--- src/rtl/cond_logic.sv ---
// cond_logic: conditional-execution stage of the multicycle ARM datapath.
// Holds the architectural NZCV flags, evaluates the instruction condition
// field against them, and gates the state-changing strobes from the control
// unit so that only condition-passing instructions modify PC, registers or
// memory.
module cond_logic (
    input  logic       clk,
    input  logic       reset,
    input  logic [3:0] Cond,
    input  logic [3:0] Rd,
    input  logic [3:0] Cmd,
    input  logic       S,
    input  logic [3:0] ALUFlags,
    input  logic       RegW,
    input  logic       MemW,
    input  logic       NextPC,
    input  logic       Branch,
    input  logic       ALUOp,
    output logic       PCWrite,
    output logic       RegWrite,
    output logic       MemWrite,
    output logic [3:0] Flags,
    output logic       CondExQ
);

    // Condition field encodings
    localparam logic [3:0] CondEq = 4'b0000;
    localparam logic [3:0] CondNe = 4'b0001;
    localparam logic [3:0] CondCs = 4'b0010;
    localparam logic [3:0] CondCc = 4'b0011;
    localparam logic [3:0] CondMi = 4'b0100;
    localparam logic [3:0] CondPl = 4'b0101;
    localparam logic [3:0] CondVs = 4'b0110;
    localparam logic [3:0] CondVc = 4'b0111;
    localparam logic [3:0] CondHi = 4'b1000;
    localparam logic [3:0] CondLs = 4'b1001;
    localparam logic [3:0] CondGe = 4'b1010;
    localparam logic [3:0] CondLt = 4'b1011;
    localparam logic [3:0] CondGt = 4'b1100;
    localparam logic [3:0] CondLe = 4'b1101;
    localparam logic [3:0] CondAl = 4'b1110;

    // Data-processing opcodes that also produce meaningful C/V
    localparam logic [3:0] CmdAdd = 4'b0100;
    localparam logic [3:0] CmdSub = 4'b0010;

    // Register-file index of the PC
    localparam logic [3:0] RegPc = 4'b1111;

    logic [3:0] flags_q;
    logic       cond_ex_q;
    logic       cond_ex;
    logic [1:0] flag_w;
    logic       pcs;
    logic       flag_n;
    logic       flag_z;
    logic       flag_c;
    logic       flag_v;

    assign flag_n = flags_q[3];
    assign flag_z = flags_q[2];
    assign flag_c = flags_q[1];
    assign flag_v = flags_q[0];

    // Evaluate the condition field against the current architectural flags
    always_comb begin
        cond_ex = 1'b1;
        unique case (Cond)
            CondEq:  cond_ex = flag_z;
            CondNe:  cond_ex = ~flag_z;
            CondCs:  cond_ex = flag_c;
            CondCc:  cond_ex = ~flag_c;
            CondMi:  cond_ex = flag_n;
            CondPl:  cond_ex = ~flag_n;
            CondVs:  cond_ex = flag_v;
            CondVc:  cond_ex = ~flag_v;
            CondHi:  cond_ex = flag_c & ~flag_z;
            CondLs:  cond_ex = ~flag_c | flag_z;
            CondGe:  cond_ex = (flag_n == flag_v);
            CondLt:  cond_ex = (flag_n != flag_v);
            CondGt:  cond_ex = ~flag_z & (flag_n == flag_v);
            CondLe:  cond_ex = flag_z | (flag_n != flag_v);
            CondAl:  cond_ex = 1'b1;
            // Reserved 1111 executes unconditionally
            default: cond_ex = 1'b1;
        endcase
    end

    // Decode which flag groups this instruction may write; logical ops
    // with S set touch only N/Z and leave C/V untouched
    always_comb begin
        flag_w    = 2'b00;
        flag_w[1] = ALUOp & S;
        flag_w[0] = ALUOp & S & ((Cmd == CmdAdd) | (Cmd == CmdSub));
    end

    // Architectural flags and the registered condition-pass bit; both use
    // the pre-edge flags, so new flags influence CondEx from the next cycle
    always_ff @(posedge clk or negedge reset) begin
        if (!reset) begin
            flags_q   <= 4'b0000;
            cond_ex_q <= 1'b0;
        end else begin
            if (flag_w[1] && cond_ex) begin
                flags_q[3:2] <= ALUFlags[3:2];
            end
            if (flag_w[0] && cond_ex) begin
                flags_q[1:0] <= ALUFlags[1:0];
            end
            cond_ex_q <= cond_ex;
        end
    end

    // Gate state-changing strobes; the fetch increment is never gated
    always_comb begin
        pcs      = Branch | (RegW & (Rd == RegPc));
        PCWrite  = (pcs & cond_ex_q) | NextPC;
        RegWrite = RegW & cond_ex_q;
        MemWrite = MemW & cond_ex_q;
    end

    assign Flags   = flags_q;
    assign CondExQ = cond_ex_q;

endmodule

--- config.mk ---
export PLATFORM = sky130hd
export DESIGN_NAME = cond_logic
export DESIGN_NICKNAME = d
export VERILOG_FILES = /design/src/rtl/cond_logic.sv
export SDC_FILE = /design/constraint.sdc
export NUM_CORES = 1
export LEC_CHECK = 0
export ABC_CLOCK_PERIOD_IN_PS = 1800
export BUFFER_PORTS_ARGS = -buffer_cell sky130_fd_sc_hd__buf_2
export CAP_MARGIN = 20
export CORE_AREA = 2 2 39 41
export CTS_CLUSTER_DIAMETER = 150
export CTS_CLUSTER_SIZE = 12
export DETAILED_ROUTE_END_ITERATION = 8
export DIE_AREA = 0 0 41 43
export HOLD_SLACK_MARGIN = 0.08
export PLACE_DENSITY = 0.71
export SYNTH_ARGS = -nofsm -noshare
export SYNTH_HDL_FRONTEND = slang
export SYNTH_SLANG_ARGS = --single-unit
--- constraint.sdc ---
create_clock -name clk -period 1.8 [get_ports clk]
set_input_delay 0.09 -clock clk [delete_from_list [all_inputs] [get_ports clk]]
set_output_delay 0.09 -clock clk [all_outputs]
set_load 0.005 [all_outputs]
After elaboration in Yosys (flattened, before gate mapping)
Cells that the tools add are included.
{"block": "op_classes", "bitwise_logic": 17, "n_mux": 1, "eq_ne": 18, "reduce_logical": 3}
{"op": "== test 4 bit (second input constant)", "n": 7}
{"op": "== test 4 x 3 -> 1 bit (second input constant)", "n": 5}
{"op": "one-hot mux 1 bit (14 select lines)", "n": 1}
{"op": "== test 4 x 2 -> 1 bit (second input constant)", "n": 3}
{"op": "AND 1 bit", "n": 8}
{"op": "OR 1 bit", "n": 5}
{"op": "== test 4 x 1 -> 1 bit (second input constant)", "n": 1}
{"op": "zero test 4 bit", "n": 1}
{"op": "inverter 1 bit", "n": 4}
{"op": "logical AND 1 bit", "n": 2}
{"op": "== test 1 bit", "n": 1}
{"op": "!= test 1 bit", "n": 1}
{"block": "word_totals", "input_bits": 24, "word_cells": 42, "out_inout_bits": 8, "regBits": 5}

Longest topological paths before layout
{"block": "logic_depth", "depth_word": 5, "depth_mapped": 6, "mapped_depth_nobuf": 5}

Worst setup path after synthesis
No wires, ideal clock.
{"block": "synth_path", "path_kind": "register to register", "startpoint": "register flags_q[3], in the netlist Flags[3]", "endpoint": "register flags_q[3], in the netlist Flags[3]", "path_stages_with_launch": 6, "synth_period_minus_slack_ps": 1689, "required_time_ps": 1672, "n_path_buf": 0, "setup_slack_ps": 111, "setup_time_ps": 128, "t_arrival_ps": 1562, "path_cell_list": "dfrtp_1 -> xnor2_1 -> o2bb2a_4 -> a41oi_4 -> o311ai_2 -> mux2_1"}
{"block": "synth_via", "elab_chain_cells": 4, "elab_cells_between_ends": 7, "cone_classes": "2 x eq/ne; 1 x mux; 3 x bitwise; 1 x reduce/logical"}
{"item": "start: declaration", "line": "50", "text": "logic [3:0] flags_q;"}
{"item": "start signal: assignment", "line": "105", "text": "flags_q[3:2] <= ALUFlags[3:2];"}
{"item": "!= test 1 bit or == test 1 bit (tied branches)"}
{"item": "OR 1 bit or AND 1 bit (tied branches)", "line": "82, 81"}
{"item": "one-hot mux 1 bit (14 select lines) (*)", "line": "68", "text": "unique case (Cond)"}
{"item": "logical AND 1 bit (*)", "line": "104", "text": "if (flag_w[1] && cond_ex) begin"}
Mark *: on every way between the ends. The rest lies on a longest branch, timed or not.
A chain may end at the register's enable or synchronous reset.

Worst setup path after layout
{"block": "layout_path", "startpoint": "register flags_q[0], in the netlist Flags[0]", "endpoint": "register flags_q[2], in the netlist Flags[2]"}
The elaborated chain is that of the path after synthesis.

==> summary.md <==
| Metric | Value |
|---|---|
| Tightest Pin Transition | `around 0.43 ns` |
| DIE WIDTH | `about 41 um` |
| # fillers | `roughly 140` |
| CTS Buffer Depth | `2` |
| Largest area contributor in the netlist | `dfrtp_1` |
| Count leader, synth | `dfrtp_1` |
| Seq pwr share | `~30%` |
| Worst clock skew | `0.00274 ns` |
| Setup Viol. Count Final | `0` |
| Diode count | `0` |
| Status | `finished, final reports clean` |
| Critical path destination | `Flags[2]$_DFFE_PN0P_` |
| Worst Hold Slack | `approximately 0.11 ns` |
| DRC | `0` |
| Slew margin rel. | `71.6%` |
| Post-Place Cell Area | `647 um^2` |
| Minimum clock period after layout | `about 1.7 ns` |
| Initial DRT Pass Iterations | `2` |
| Crit share post-route | `a little over nine tenths` |
| Starting Density | `35.4%` |
| Clock slew at reported path FFs | `0.05 ns` |
| Critical path startpoint category | `register` |
| Gate power share | `50.9%` |
| Worst Setup SP | `Flags[0]$_DFFE_PN0P_` |
| CP Max Fanout | `4` |
| WL/cell | `around 13 um` |
| Critical path type | `reg -> reg` |
| Yosys warnings | `0` |
| Post-synth EDFFs | `0` |
| Worst R2R End | `Flags[2]$_DFFE_PN0P_` |
| Worst r2r path cells | `5` |
| DIE AREA | `approximately 0.0018 mm^2` |
| Crit path DAT | `approximately 1.9 ns` |
| Post-synth cell types | `29` |
| Fin nets | `110` |
| Hold Path Stages | `2` |
| Mapped Area | `490 um^2` |
| Switching Fraction | `between 30 and 40%` |
| Initial antenna violation count | `0` |
| CTS Sinks | `5` |
| Critical path capture point type | `register` |
| Clk pwr share | `18.2%` |
| Max H-tree Level | `1` |
| Total wire length | `approximately 1.3 mm` |
| Detailed placement HPWL | `around 1.0 mm` |
| DRT iter0 DRCs | `5` |
| Max Fclk | `roughly 580 MHz` |
| Area delta synth->final | `55.6%` |
| Worst VDD drop | `roughly 0.53 mV` |
| Antenna viol nets, final | `0` |
| CTS tree | `done` |
| Max cap viols | `0` |
| RSZ-0062 raised after global routing | `yes` |
| Static Leak | `approximately 0.35 nW` |
| RR Startpoint | `Flags[0]$_DFFE_PN0P_` |
| Site Rows | `14` |
| Core area | `0.00138 mm^2` |
| Sw Pwr | `around 0.27 mW` |
| Cell Pwr Density | `around 930 mW/mm^2` |
| Int Power | `between 0.4 and 0.5 mW` |
| RePlAce Congestion | `around 0.73` |
| Synth Instances | `47` |
| Synth top area share | `between 20% and 30%` |
| Most instantiated cells after synthesis | `dfrtp_1 (5), nand2_1 (4), xnor2_1 (4)` |
| Largest net degree at the start of global routing | `12` |
| Vias/cell | `approximately 5` |
| GR Overflow Total | `0` |
| Die Y | `43 um` |
| Root buffer cell | `clkbuf_4` |
| Synthesis-stage register bit count | `5` |
| Fin. max-slew vios | `0` |
| Vias | `506` |
| Async SR Flop Fraction | `between 90% and 100%` |
| Ys flop type | `dfrtp_1` |
| First-pass GRT wire length | `about 1.9 mm` |
| Data required time at the worst endpoint | `1.93 ns` |
| Flop2flop setup slack | `0.06 ns` |
| Final hold vios | `0` |
| PortBufs | `31` |
| Post-route cell area | `763 um^2` |
| Vias in the first global route | `~500` |
| Total CTS buffers | `3` |
| Worst skew pair latency | `0.24 ns` |
| Seq/Total Area, Yosys | `25.5%` |
| Global-route usage over all layers | `roughly 16%` |
| Post-Syn Area per Cell | `10.4 um^2` |
| Tightest Hold Check Type | `in -> reg` |
| Number of top-level pins | `32` |
| Share of layout cells above drive strength 1 | `58.8%` |
| Ranking of synthesized cells by area | `dfrtp_1 (26%), xnor2_1 (7.1%), mux2_1 (6.9%)` |
| Syn nets | `71` |
## kinds of logic (layout without fill, tap and decap cells)
logic type / after synthesis / count (layout) / share of synthesized area (%)
and+or+nand+nor: 14 / 14 / 15.6
buffers and inverters: 5 / 43 / 6.89
AOI/OAI and AO/OA: 14 / 14 / 33.7
muxes: 5 / 5 / 11.2
DFF: 5 / 5 / 25.5
xor gates and xnor gates: 4 / 4 / 7.14
## critical path: stages, from the launching register on
cell	delay, ns
dfrtp_1	0.42
buf_4	0.18
a21oi_2	0.18
o32ai_4	0.13
o311ai_4	0.35
mux2_1	0.35
## power groups by stage
stage	Combinational (mW)	Sequential, mW	Clock, mW
after global placement	0.291	0.212	0
after global routing	0.396	0.225	0.140
after floorplan	0.179	0.213	0
after CTS	0.316	0.220	0.137
after detailed placement	0.299	0.217	0
final	0.362	0.219	0.130
## worst min path at each step
stage / slack, ns / endpoint / startpoint
5_1_grt: 0.10 / Flags[3]$_DFFE_PN0P_ / ALUFlags[3]
4_1_cts: 0.08 / Flags[3]$_DFFE_PN0P_ / ALUFlags[3]
3_3_place_gp: -0.09 / CondExQ$_DFF_PN0_ / reset
3_5_place_dp: -0.09 / CondExQ$_DFF_PN0_ / reset
6_report: 0.11 / Flags[3]$_DFFE_PN0P_ / ALUFlags[3]
2_1_floorplan: -0.21 / CondExQ$_DFF_PN0_ / reset
## sequential cells by signal, summed over array words and instances (netlist names)
name and count:
Flags 4, CondExQ 1
## layer usage
metal / GRT usage (%) / vias up / routed length, um
li1: - / 255 / -
met1: 16.3 / 234 / 506
met3: 1.57 / 4 / 43
met2: 28.1 / 13 / 700
met4: 12.7 / 0 / 36
met5: 0 / - / 0
## layout make-up
cell class	instances	area, um^2	area share [%]
timing repair buffer	37	210	27.5
sequential	5	126	16.6
clock inverter	1	5.00	0.656
clock buffer	3	22.5	2.95
inverter	2	7.51	0.984
tap	16	20.0	2.62
multi-input combinational	37	372	48.7
## placed cells by master (no fill, tap or decap), types with 3 or more instances in the layout
cell           count
buf_2             31
xnor2_1            3
nand2_1            4
clkbuf_4           3
dfrtp_1            4
dlygate4sd3_1      4
## through the flow
step	cells	setup slack, ns	utilization [%]	setup TNS (ns)	power, mW
floorplan	47	0.111	-	0	0.392
global placement	92	0.0522	46.7	0	0.503
detailed placement	92	-0.0180	46.7	-0.0207	0.516
CTS	100	0.0131	52.2	0	0.673
global route	101	-0.0163	55.2	-0.0366	0.762
finish	101	0.0631	55.2	0	0.710
## what timing repair did
| action | CTS | global route |
|---|---|---|
| hold buffers | 4 | 0 |
| endpoints found under the hold margin | 8 | 0 |
| setup endpoints to repair | 2 | 4 |
| resized for setup | 1 | 6 |
| pin swaps | 1 | 3 |
| setup buffers | 0 | 1 |
Note: power is estimated with default switching activity, not from simulation.
